**src/rtl/mc_control_unit_pkg.sv**
```systemverilog
// Shared encodings for the multi-cycle control unit and the datapath muxes
// it steers: opcode values, FSM state codes, memtoreg/regdest select codes,
// trap causes, and a classifier that maps an opcode to its instruction class.
package mc_control_unit_pkg;

    typedef enum logic [2:0] {
        ST_IDLE   = 3'd0,
        ST_FETCH  = 3'd1,
        ST_DECODE = 3'd2,
        ST_EXEC   = 3'd3,
        ST_MEM    = 3'd4,
        ST_WB     = 3'd5,
        ST_TRAP   = 3'd7
    } state_e;

    // Opcode values (6-bit primary opcode field)
    localparam logic [5:0] OP_RFMT = 6'b000000;
    localparam logic [5:0] OP_J    = 6'b000010;
    localparam logic [5:0] OP_JAL  = 6'b000011;
    localparam logic [5:0] OP_BEQ  = 6'b000100;
    localparam logic [5:0] OP_BNE  = 6'b000101;
    localparam logic [5:0] OP_BLE  = 6'b000110;
    localparam logic [5:0] OP_BGT  = 6'b000111;
    localparam logic [5:0] OP_BLT  = 6'b010100;
    localparam logic [5:0] OP_BGE  = 6'b010101;
    localparam logic [5:0] OP_ADDI = 6'b001000;
    localparam logic [5:0] OP_ANDI = 6'b001100;
    localparam logic [5:0] OP_ORI  = 6'b001101;
    localparam logic [5:0] OP_XORI = 6'b001110;
    localparam logic [5:0] OP_LW   = 6'b100011;
    localparam logic [5:0] OP_SW   = 6'b101011;

    // memtoreg select
    localparam logic [1:0] M2R_ALU = 2'b00;
    localparam logic [1:0] M2R_MEM = 2'b01;
    localparam logic [1:0] M2R_PC4 = 2'b10;

    // regdest select
    localparam logic [1:0] RD_RT = 2'b00;
    localparam logic [1:0] RD_RD = 2'b01;
    localparam logic [1:0] RD_RA = 2'b10;

    // trap causes
    localparam logic [1:0] CAUSE_NONE    = 2'b00;
    localparam logic [1:0] CAUSE_ILLEGAL = 2'b01;
    localparam logic [1:0] CAUSE_TIMEOUT = 2'b10;

    typedef enum logic [2:0] {
        CL_ILLEGAL = 3'd0,
        CL_RTYPE   = 3'd1,
        CL_ALUI    = 3'd2,
        CL_LOAD    = 3'd3,
        CL_STORE   = 3'd4,
        CL_BRANCH  = 3'd5,
        CL_JUMP    = 3'd6,
        CL_JAL     = 3'd7
    } op_class_e;

    function automatic op_class_e op_class(input logic [5:0] op);
        op_class_e c;
        case (op)
            OP_RFMT:                                         c = CL_RTYPE;
            OP_ADDI, OP_ANDI, OP_ORI, OP_XORI:               c = CL_ALUI;
            OP_LW:                                           c = CL_LOAD;
            OP_SW:                                           c = CL_STORE;
            OP_BEQ, OP_BNE, OP_BLT, OP_BGT, OP_BGE, OP_BLE:  c = CL_BRANCH;
            OP_J:                                            c = CL_JUMP;
            OP_JAL:                                          c = CL_JAL;
            default:                                         c = CL_ILLEGAL;
        endcase
        return c;
    endfunction

endpackage

```
**src/rtl/mc_wait_timer.sv**
```systemverilog
// Memory wait-state timer.
// Ports: clk/rst (async active-high), clr (synchronous clear, wins over inc),
// inc (one more wait cycle), timeout (high on the wait cycle that brings the
// count to MEM_TIMEOUT).
module mc_wait_timer #(
    parameter int MEM_TIMEOUT = 15,
    parameter int CNT_W       = 8
) (
    input  logic clk,
    input  logic rst,
    input  logic clr,
    input  logic inc,
    output logic timeout
);

    localparam logic [CNT_W-1:0] LAST_WAIT = CNT_W'(MEM_TIMEOUT - 1);

    logic [CNT_W-1:0] count_r;

    // Wait-cycle counter: clear has priority, otherwise count up while waiting
    always_ff @(posedge clk or posedge rst) begin
        if (rst) begin
            count_r <= '0;
        end else if (clr) begin
            count_r <= '0;
        end else if (inc) begin
            count_r <= count_r + CNT_W'(1);
        end else begin
            count_r <= count_r;
        end
    end

    // Combinational so the FSM can leave on the exact cycle the limit is hit
    assign timeout = inc & (count_r == LAST_WAIT);

endmodule

```
**src/rtl/mc_control_unit.sv**
```systemverilog
// Multi-cycle control unit: Moore FSM sequencing FETCH/DECODE/EXEC/MEM/WB.
// Ports: clk, rst (async active-high); ir (opcode field, sampled in DECODE);
// mem_ready (memory handshake); branch_taken (ALU compare, valid in EXEC);
// datapath controls alusrc, memread, memwrite, regwrite, memtoreg, regdest,
// branch, Jump, pc_write, ir_write; debug state; trap and trap_cause.
module mc_control_unit
    import mc_control_unit_pkg::*;
#(
    parameter int OPW         = 6,
    parameter int MEM_TIMEOUT = 15,
    parameter int CNT_W       = 8
) (
    input  logic           clk,
    input  logic           rst,
    input  logic [OPW-1:0] ir,
    input  logic           mem_ready,
    input  logic           branch_taken,
    output logic           alusrc,
    output logic           memread,
    output logic           memwrite,
    output logic           regwrite,
    output logic [1:0]     memtoreg,
    output logic [1:0]     regdest,
    output logic           branch,
    output logic           Jump,
    output logic           pc_write,
    output logic           ir_write,
    output logic [2:0]     state,
    output logic           trap,
    output logic [1:0]     trap_cause
);

    state_e         state_r, next_s;
    logic [OPW-1:0] op_r, op_s;
    logic [5:0]     op6_s;
    op_class_e      cls_s;
    logic [1:0]     cause_s, trap_cause_r;
    logic           timeout_s, tmr_clr_s, tmr_inc_s;

    logic       alusrc_s, memread_s, memwrite_s, regwrite_s, branch_s, jump_s, fetch_s, trap_s;
    logic [1:0] memtoreg_s, regdest_s;
    logic       alusrc_r, memread_r, memwrite_r, regwrite_r, branch_r, jump_r, fetch_r, trap_r;
    logic [1:0] memtoreg_r, regdest_r;

    // Opcode in effect: live ir while decoding, the latched copy afterwards
    always_comb begin
        if (state_r == ST_DECODE) begin
            op_s = ir;
        end else begin
            op_s = op_r;
        end
    end

    // Any bits above the 6-bit opcode space must be zero to be legal
    assign op6_s = 6'(op_s);
    assign cls_s = (op_s == OPW'(op6_s)) ? op_class(op6_s) : CL_ILLEGAL;

    assign tmr_inc_s = ((state_r == ST_FETCH) || (state_r == ST_MEM)) && !mem_ready;
    assign tmr_clr_s = (next_s != state_r) || mem_ready;

    mc_wait_timer #(
        .MEM_TIMEOUT (MEM_TIMEOUT),
        .CNT_W       (CNT_W)
    ) u_wait_timer (
        .clk     (clk),
        .rst     (rst),
        .clr     (tmr_clr_s),
        .inc     (tmr_inc_s),
        .timeout (timeout_s)
    );

    // State, latched opcode and trap cause registers
    always_ff @(posedge clk or posedge rst) begin
        if (rst) begin
            state_r      <= ST_IDLE;
            op_r         <= '0;
            trap_cause_r <= CAUSE_NONE;
        end else begin
            state_r      <= next_s;
            op_r         <= op_s;
            trap_cause_r <= cause_s;
        end
    end

    // Next-state logic, then output decode from the upcoming state
    always_comb begin
        next_s     = state_r;
        cause_s    = trap_cause_r;
        alusrc_s   = 1'b0;
        memread_s  = 1'b0;
        memwrite_s = 1'b0;
        regwrite_s = 1'b0;
        memtoreg_s = M2R_ALU;
        regdest_s  = RD_RT;
        branch_s   = 1'b0;
        jump_s     = 1'b0;
        fetch_s    = 1'b0;
        trap_s     = 1'b0;

        case (state_r)
            ST_IDLE:   next_s = ST_FETCH;
            ST_FETCH: begin
                if (mem_ready) begin
                    next_s = ST_DECODE;
                end else if (timeout_s) begin
                    next_s  = ST_TRAP;
                    cause_s = CAUSE_TIMEOUT;
                end else begin
                    next_s = ST_FETCH;
                end
            end
            ST_DECODE: begin
                if (cls_s == CL_ILLEGAL) begin
                    next_s  = ST_TRAP;
                    cause_s = CAUSE_ILLEGAL;
                end else begin
                    next_s = ST_EXEC;
                end
            end
            ST_EXEC: begin
                case (cls_s)
                    CL_RTYPE, CL_ALUI: next_s = ST_WB;
                    CL_LOAD, CL_STORE: next_s = ST_MEM;
                    default:           next_s = ST_FETCH;
                endcase
            end
            ST_MEM: begin
                if (mem_ready) begin
                    next_s = (cls_s == CL_LOAD) ? ST_WB : ST_FETCH;
                end else if (timeout_s) begin
                    next_s  = ST_TRAP;
                    cause_s = CAUSE_TIMEOUT;
                end else begin
                    next_s = ST_MEM;
                end
            end
            ST_WB:     next_s = ST_FETCH;
            ST_TRAP:   next_s = ST_TRAP;
            default:   next_s = ST_IDLE;
        endcase

        case (next_s)
            ST_FETCH: begin
                memread_s = 1'b1;
                fetch_s   = 1'b1;
            end
            ST_EXEC: begin
                case (cls_s)
                    CL_ALUI, CL_LOAD, CL_STORE: alusrc_s = 1'b1;
                    CL_BRANCH:                  branch_s = 1'b1;
                    CL_JUMP:                    jump_s   = 1'b1;
                    CL_JAL: begin
                        jump_s     = 1'b1;
                        regwrite_s = 1'b1;
                        regdest_s  = RD_RA;
                        memtoreg_s = M2R_PC4;
                    end
                    default:                    alusrc_s = 1'b0;
                endcase
            end
            ST_MEM: begin
                if (cls_s == CL_LOAD) begin
                    memread_s = 1'b1;
                end else begin
                    memwrite_s = 1'b1;
                end
            end
            ST_WB: begin
                regwrite_s = 1'b1;
                if (cls_s == CL_RTYPE) begin
                    regdest_s = RD_RD;
                end else if (cls_s == CL_LOAD) begin
                    memtoreg_s = M2R_MEM;
                end else begin
                    regdest_s = RD_RT;
                end
            end
            ST_TRAP:  trap_s = 1'b1;
            default:  trap_s = 1'b0;
        endcase
    end

    // Registered control outputs for the state being entered
    always_ff @(posedge clk or posedge rst) begin
        if (rst) begin
            alusrc_r   <= 1'b0;
            memread_r  <= 1'b0;
            memwrite_r <= 1'b0;
            regwrite_r <= 1'b0;
            memtoreg_r <= M2R_ALU;
            regdest_r  <= RD_RT;
            branch_r   <= 1'b0;
            jump_r     <= 1'b0;
            fetch_r    <= 1'b0;
            trap_r     <= 1'b0;
        end else begin
            alusrc_r   <= alusrc_s;
            memread_r  <= memread_s;
            memwrite_r <= memwrite_s;
            regwrite_r <= regwrite_s;
            memtoreg_r <= memtoreg_s;
            regdest_r  <= regdest_s;
            branch_r   <= branch_s;
            jump_r     <= jump_s;
            fetch_r    <= fetch_s;
            trap_r     <= trap_s;
        end
    end

    assign alusrc     = alusrc_r;
    assign memread    = memread_r;
    assign memwrite   = memwrite_r;
    assign regwrite   = regwrite_r;
    assign memtoreg   = memtoreg_r;
    assign regdest    = regdest_r;
    assign branch     = branch_r;
    assign Jump       = jump_r;
    assign trap       = trap_r;
    assign trap_cause = trap_cause_r;
    assign state      = state_r;

    // Strobes qualified by same-cycle handshakes: the fetch completes only when
    // memory is ready, and a branch updates PC only when the compare is taken.
    assign ir_write = fetch_r & mem_ready;
    assign pc_write = jump_r | (fetch_r & mem_ready) | (branch_r & branch_taken);

endmodule

```
**config.mk**
```make
export PLATFORM = sky130hd
export DESIGN_NAME = mc_control_unit
export DESIGN_NICKNAME = d
export VERILOG_FILES = /design/src/rtl/mc_control_unit_pkg.sv /design/src/rtl/mc_wait_timer.sv /design/src/rtl/mc_control_unit.sv
export SDC_FILE = /design/constraint.sdc
export NUM_CORES = 1
export LEC_CHECK = 0
export BUFFER_PORTS_ARGS = -buffer_cell sky130_fd_sc_hd__buf_4
export CAP_MARGIN = 5
export CORE_MARGIN = 2
export CORE_UTILIZATION = 45
export DETAILED_ROUTE_END_ITERATION = 10
export GPL_ROUTABILITY_DRIVEN = 0
export PLACE_DENSITY = 0.66
export SYNTH_ARGS = -nofsm -noshare
export SYNTH_HDL_FRONTEND = slang
export SYNTH_SLANG_ARGS = --single-unit
```
**constraint.sdc**
```tcl
create_clock -name clk -period 3.2 [get_ports clk]
set_input_delay 0.16 -clock clk [delete_from_list [all_inputs] [get_ports clk]]
set_output_delay 0.16 -clock clk [all_outputs]
set_load 0.02 [all_outputs]
```
==> summary.md <==
| Metric | Value |
|---|---|
| FFs w/ async S/R, synth | 100% |
| Syn_nets | 193 |
| Post-Synthesis Cells | 180 |
| Die W | 64.9 um |
| Dpl ws | 0.234 ns |
| DP Cell Count | 254 |
| Power share of the combinational group | 50.4% |
| Flop pwr share | 33.3% |
| Final Critical Period | 2.89 ns |
| Min-delay src | ir[5] |
| Slew margin rel. | 25.6% |
| Initial Util | 46.2% |
| Post-DRT Antenna Nets | 0 |
| PwrDens | 860 nW/um^2 |
| FF/Latch Area | 751 sq um |
| Synth warn | 0 |
| Buf/Inv on CP | 0 |
| Fin. Hold Viols | 0 |
| TNS Setup | 0 ns |
| H-Tree Depth | 2 |
| Fillcell total | 326 |
| Worst flop-to-flop path startpoint | state[2] |
| Clock Sinks | 30 |
| Sw Ratio | 42.8% |
| Synth area leaders | dfrtp_1 45%, nand2_1 6.3%, nor2_1 5.0%, xnor2_1 2.6%, ha_1 2.3% |
| Cell taking the most area after synthesis | dfrtp_1 |
| # IOs | 28 |
| Skew final | 0.00852 ns |
| Critical Path AT | 3.06 ns |
| Clock Path Buffers | 2 |
| Status | finished clean |
| Int Power | 0.000991 W |
| Iter 0 DRT Violations | 169 |
| Critical path fanouts, max | 9 |
| Worst setup path category | flip-flop to flip-flop |
| Seq/Total Area, Yosys | 45.0% |
| Worst Slack Setup Final | 0.311 ns |
| Die area | 4210 sq um |
| Routed via count | 1440 |
| Synthesized flop and latch total | 30 |
| CTS tree | built |
| Slew Viols, Final | 0 |
| Switching pwr | 0.000742 W |
| Register-to-Register Path Depth | 11 |
| Leak pwr | 0.931 nW |
| Floorplan row count | 22 |
| Mean post-synth cell area | 9.26 sq um |
| Pin count of the biggest net entering global routing | 31 |
| Share of cells above drive strength 1 | 23.5% |
| Multi-input gate area | 837 sq um |
| Diodes inserted | 0 |
| Worst reg2reg endpoint | Jump |
| Area Growth Syn to Fin | 20.9% |
| Crit-path cells | or3b_1 > nand2_1 > nand2_1 > ha_1 > nor2_1 > a21oi_1 > a2bb2oi_1 > or2_2 > a211oi_1 > or3_4 > a2111oi_4 |
| Post-CTS Hold Buffers | 0 |
| Critical Path Slowest Stage Cell | or3_4 |
| Max-cap violations | 0 |
| Final Routed Wirelength | 3.79 mm |
| Final period util | 90.3% |
| Post-DP HPWL | 2.82 mm |
| Fmax | 346 MHz |
| Post-route DRC | 0 |
| Hold path cells | 3 |
| Vias in the first global route | 1436 |
| Final nets | 226 |
| Top delay family on crit path | simple AND/OR/NAND/NOR gates |
| Initial antenna violation count | 0 |
| CP max stage delay | 0.48 ns |
| Global route overflow | 0 |
| Height of the chip | 64.9 um |
| Clk pin slew, worst setup/hold paths | 0.06 ns |
| Mapped Area | 1670 sq um |
| Worst min path class | input pin to flip-flop |
| Floorplan Core Area | 3610 sq um |
| Setup crit start kind | flip-flop |
| Worst slew pin tran | 1.11 ns |
| Commonest cells in the netlist | 30 x dfrtp_1, 28 x nand2_1, 22 x nor2_1, 9 x inv_1, 7 x nor3_1 |
| Post-route insts no fill | 261 |
| CTS Buf Count | 5 |
| Crit path top cell by count | nand2_1 |
| Clock latency at the later pin of the worst-skew pair | 0.28 ns |
| Routed vias/inst | 5.52 |
| Crit path depth | 11 |
| VDD IR max | 0.398 mV |
| Synth Flop Type | dfrtp_1 |
| Final setup vio count | 0 |
| CP Capture Type | flip-flop |
| GRT Overall Usage | 19.9% |
| First-pass GRT wire length | 6.47 mm |
| Pre-antenna DRT Iters | 4 |
| Clock share of power | 16.2% |
| Hold path endpoint | op_r[5] |
| Number of synthesized flops with an enable pin | 0 |
| Wire per inst | 14.5 um |
| R2r setup slk | 0.31 ns |
| Synth cell types | 52 |
| Post-CTS setup buffers | 0 |
| RSZ-0062 raised after global routing | no |
| CTS root buffer | clkbuf_8 |
| Most frequent cell after synthesis | dfrtp_1 |
| Port buffer count | 27 |
| Yosys top cell area share | 45.0% |
| Critical path required time | 3.37 ns |
==> worst reg2reg max path, cell delays in order, from the launching register on <==
cell and delay, ns:
dfrtp_1 0.42, or3b_1 0.43, nand2_1 0.09, nand2_1 0.07, ha_1 0.29, nor2_1 0.04
a21oi_1 0.11, a2bb2oi_1 0.26, or2_2 0.17, a211oi_1 0.09, or3_4 0.48, a2111oi_4 0.33
==> final cells by class <==
cell class,count,share of cell area [%]
Multi-Input combinational cell,133,41.5
Sequential cell,30,37.2
Timing Repair Buffer,34,12.7
Clock buffer,5,3.41
Tap cell,48,2.98
Inverter,9,1.68
Clock inverter,2,0.497
==> layer usage <==
| metal | GRT usage [%] | share of wire (%) | vias up |
|---|---|---|---|
| li1 | - | - | 687 |
| met1 | 24.9 | 45 | 692 |
| met2 | 32.3 | 48 | 51 |
| met3 | 4.34 | 4.2 | 10 |
| met4 | 10.1 | 2.9 | 0 |
| met5 | 0 | 0 | - |
==> power groups by stage <==
stage                     Combinational, W  Clock, W  Sequential, W
after global routing              0.000967  0.000303       0.000589
final                             0.000874  0.000282       0.000577
after global placement            0.000841         0       0.000575
after detailed placement          0.000857         0       0.000579
after floorplan                   0.000563         0       0.000622
after CTS                         0.000862  0.000289       0.000573
==> registers in the layout, summed over array words and instances (netlist names) <==
register,count
regdest,1
op_r,6
state,3
memwrite,1
branch,1
memread,1
trap,1
memtoreg,2
alusrc,1
u_wait_timer.count_r,8
trap_cause,2
regwrite,1
fetch_r,1
Jump,1
==> stage by stage <==
step / util, % / hold WS (ns) / instance area, sq um / power, W
floorplan: - / 0.251 / 1670 / 0.00118
global placement: 53.6 / 0.391 / 1930 / 0.00142
detailed placement: 53.6 / 0.390 / 1930 / 0.00144
CTS: 55.8 / 0.104 / 2010 / 0.00172
global route: 55.9 / 0.145 / 2020 / 0.00186
finish: 55.9 / 0.105 / 2020 / 0.00173
==> logic make-up (layout without fill, tap and decap cells) <==
kind of cell	after synthesis	count (layout)	share of synthesized area (%)
and+or+nand+nor	90	90	27.6
buffers and inverters	17	50	5.03
muxes	4	4	2.48
adders and majority gates	3	3	2.25
xor gates and xnor gates	8	8	4.20
DFF	30	30	45.0
AOI/OAI and AO/OA	28	28	13.4
==> worst max-delay path by stage <==
stage	to	slack, ns	from
final	Jump	0.31	state[2]
after global routing	Jump	0.08	state[2]
after CTS	Jump	0.21	state[2]
after detailed placement	Jump	0.23	state[2]
after global placement	Jump	0.30	state[2]
after floorplan	Jump	0.18	state[2]
==> timing repair <==
| item | CTS | global route |
|---|---|---|
| resized for setup | 0 | 1 |
| endpoints found under the setup margin | 0 | 1 |
| hold endpoints to repair | 0 | 0 |
==> cell usage in the layout (no fill, tap or decap), types with 4 or more instances in the layout <==
| master | netlist | routed |
|---|---|---|
| a21oi_1 | 4 | 4 |
| buf_4 | 3 | 34 |
| clkbuf_8 | 0 | 5 |
| dfrtp_1 | 30 | 30 |
| inv_1 | 9 | 9 |
| nand2_1 | 28 | 28 |
| nor2_1 | 22 | 22 |
| nor3_1 | 7 | 7 |
| xnor2_1 | 5 | 5 |
(Power assumes the default switching activity.)
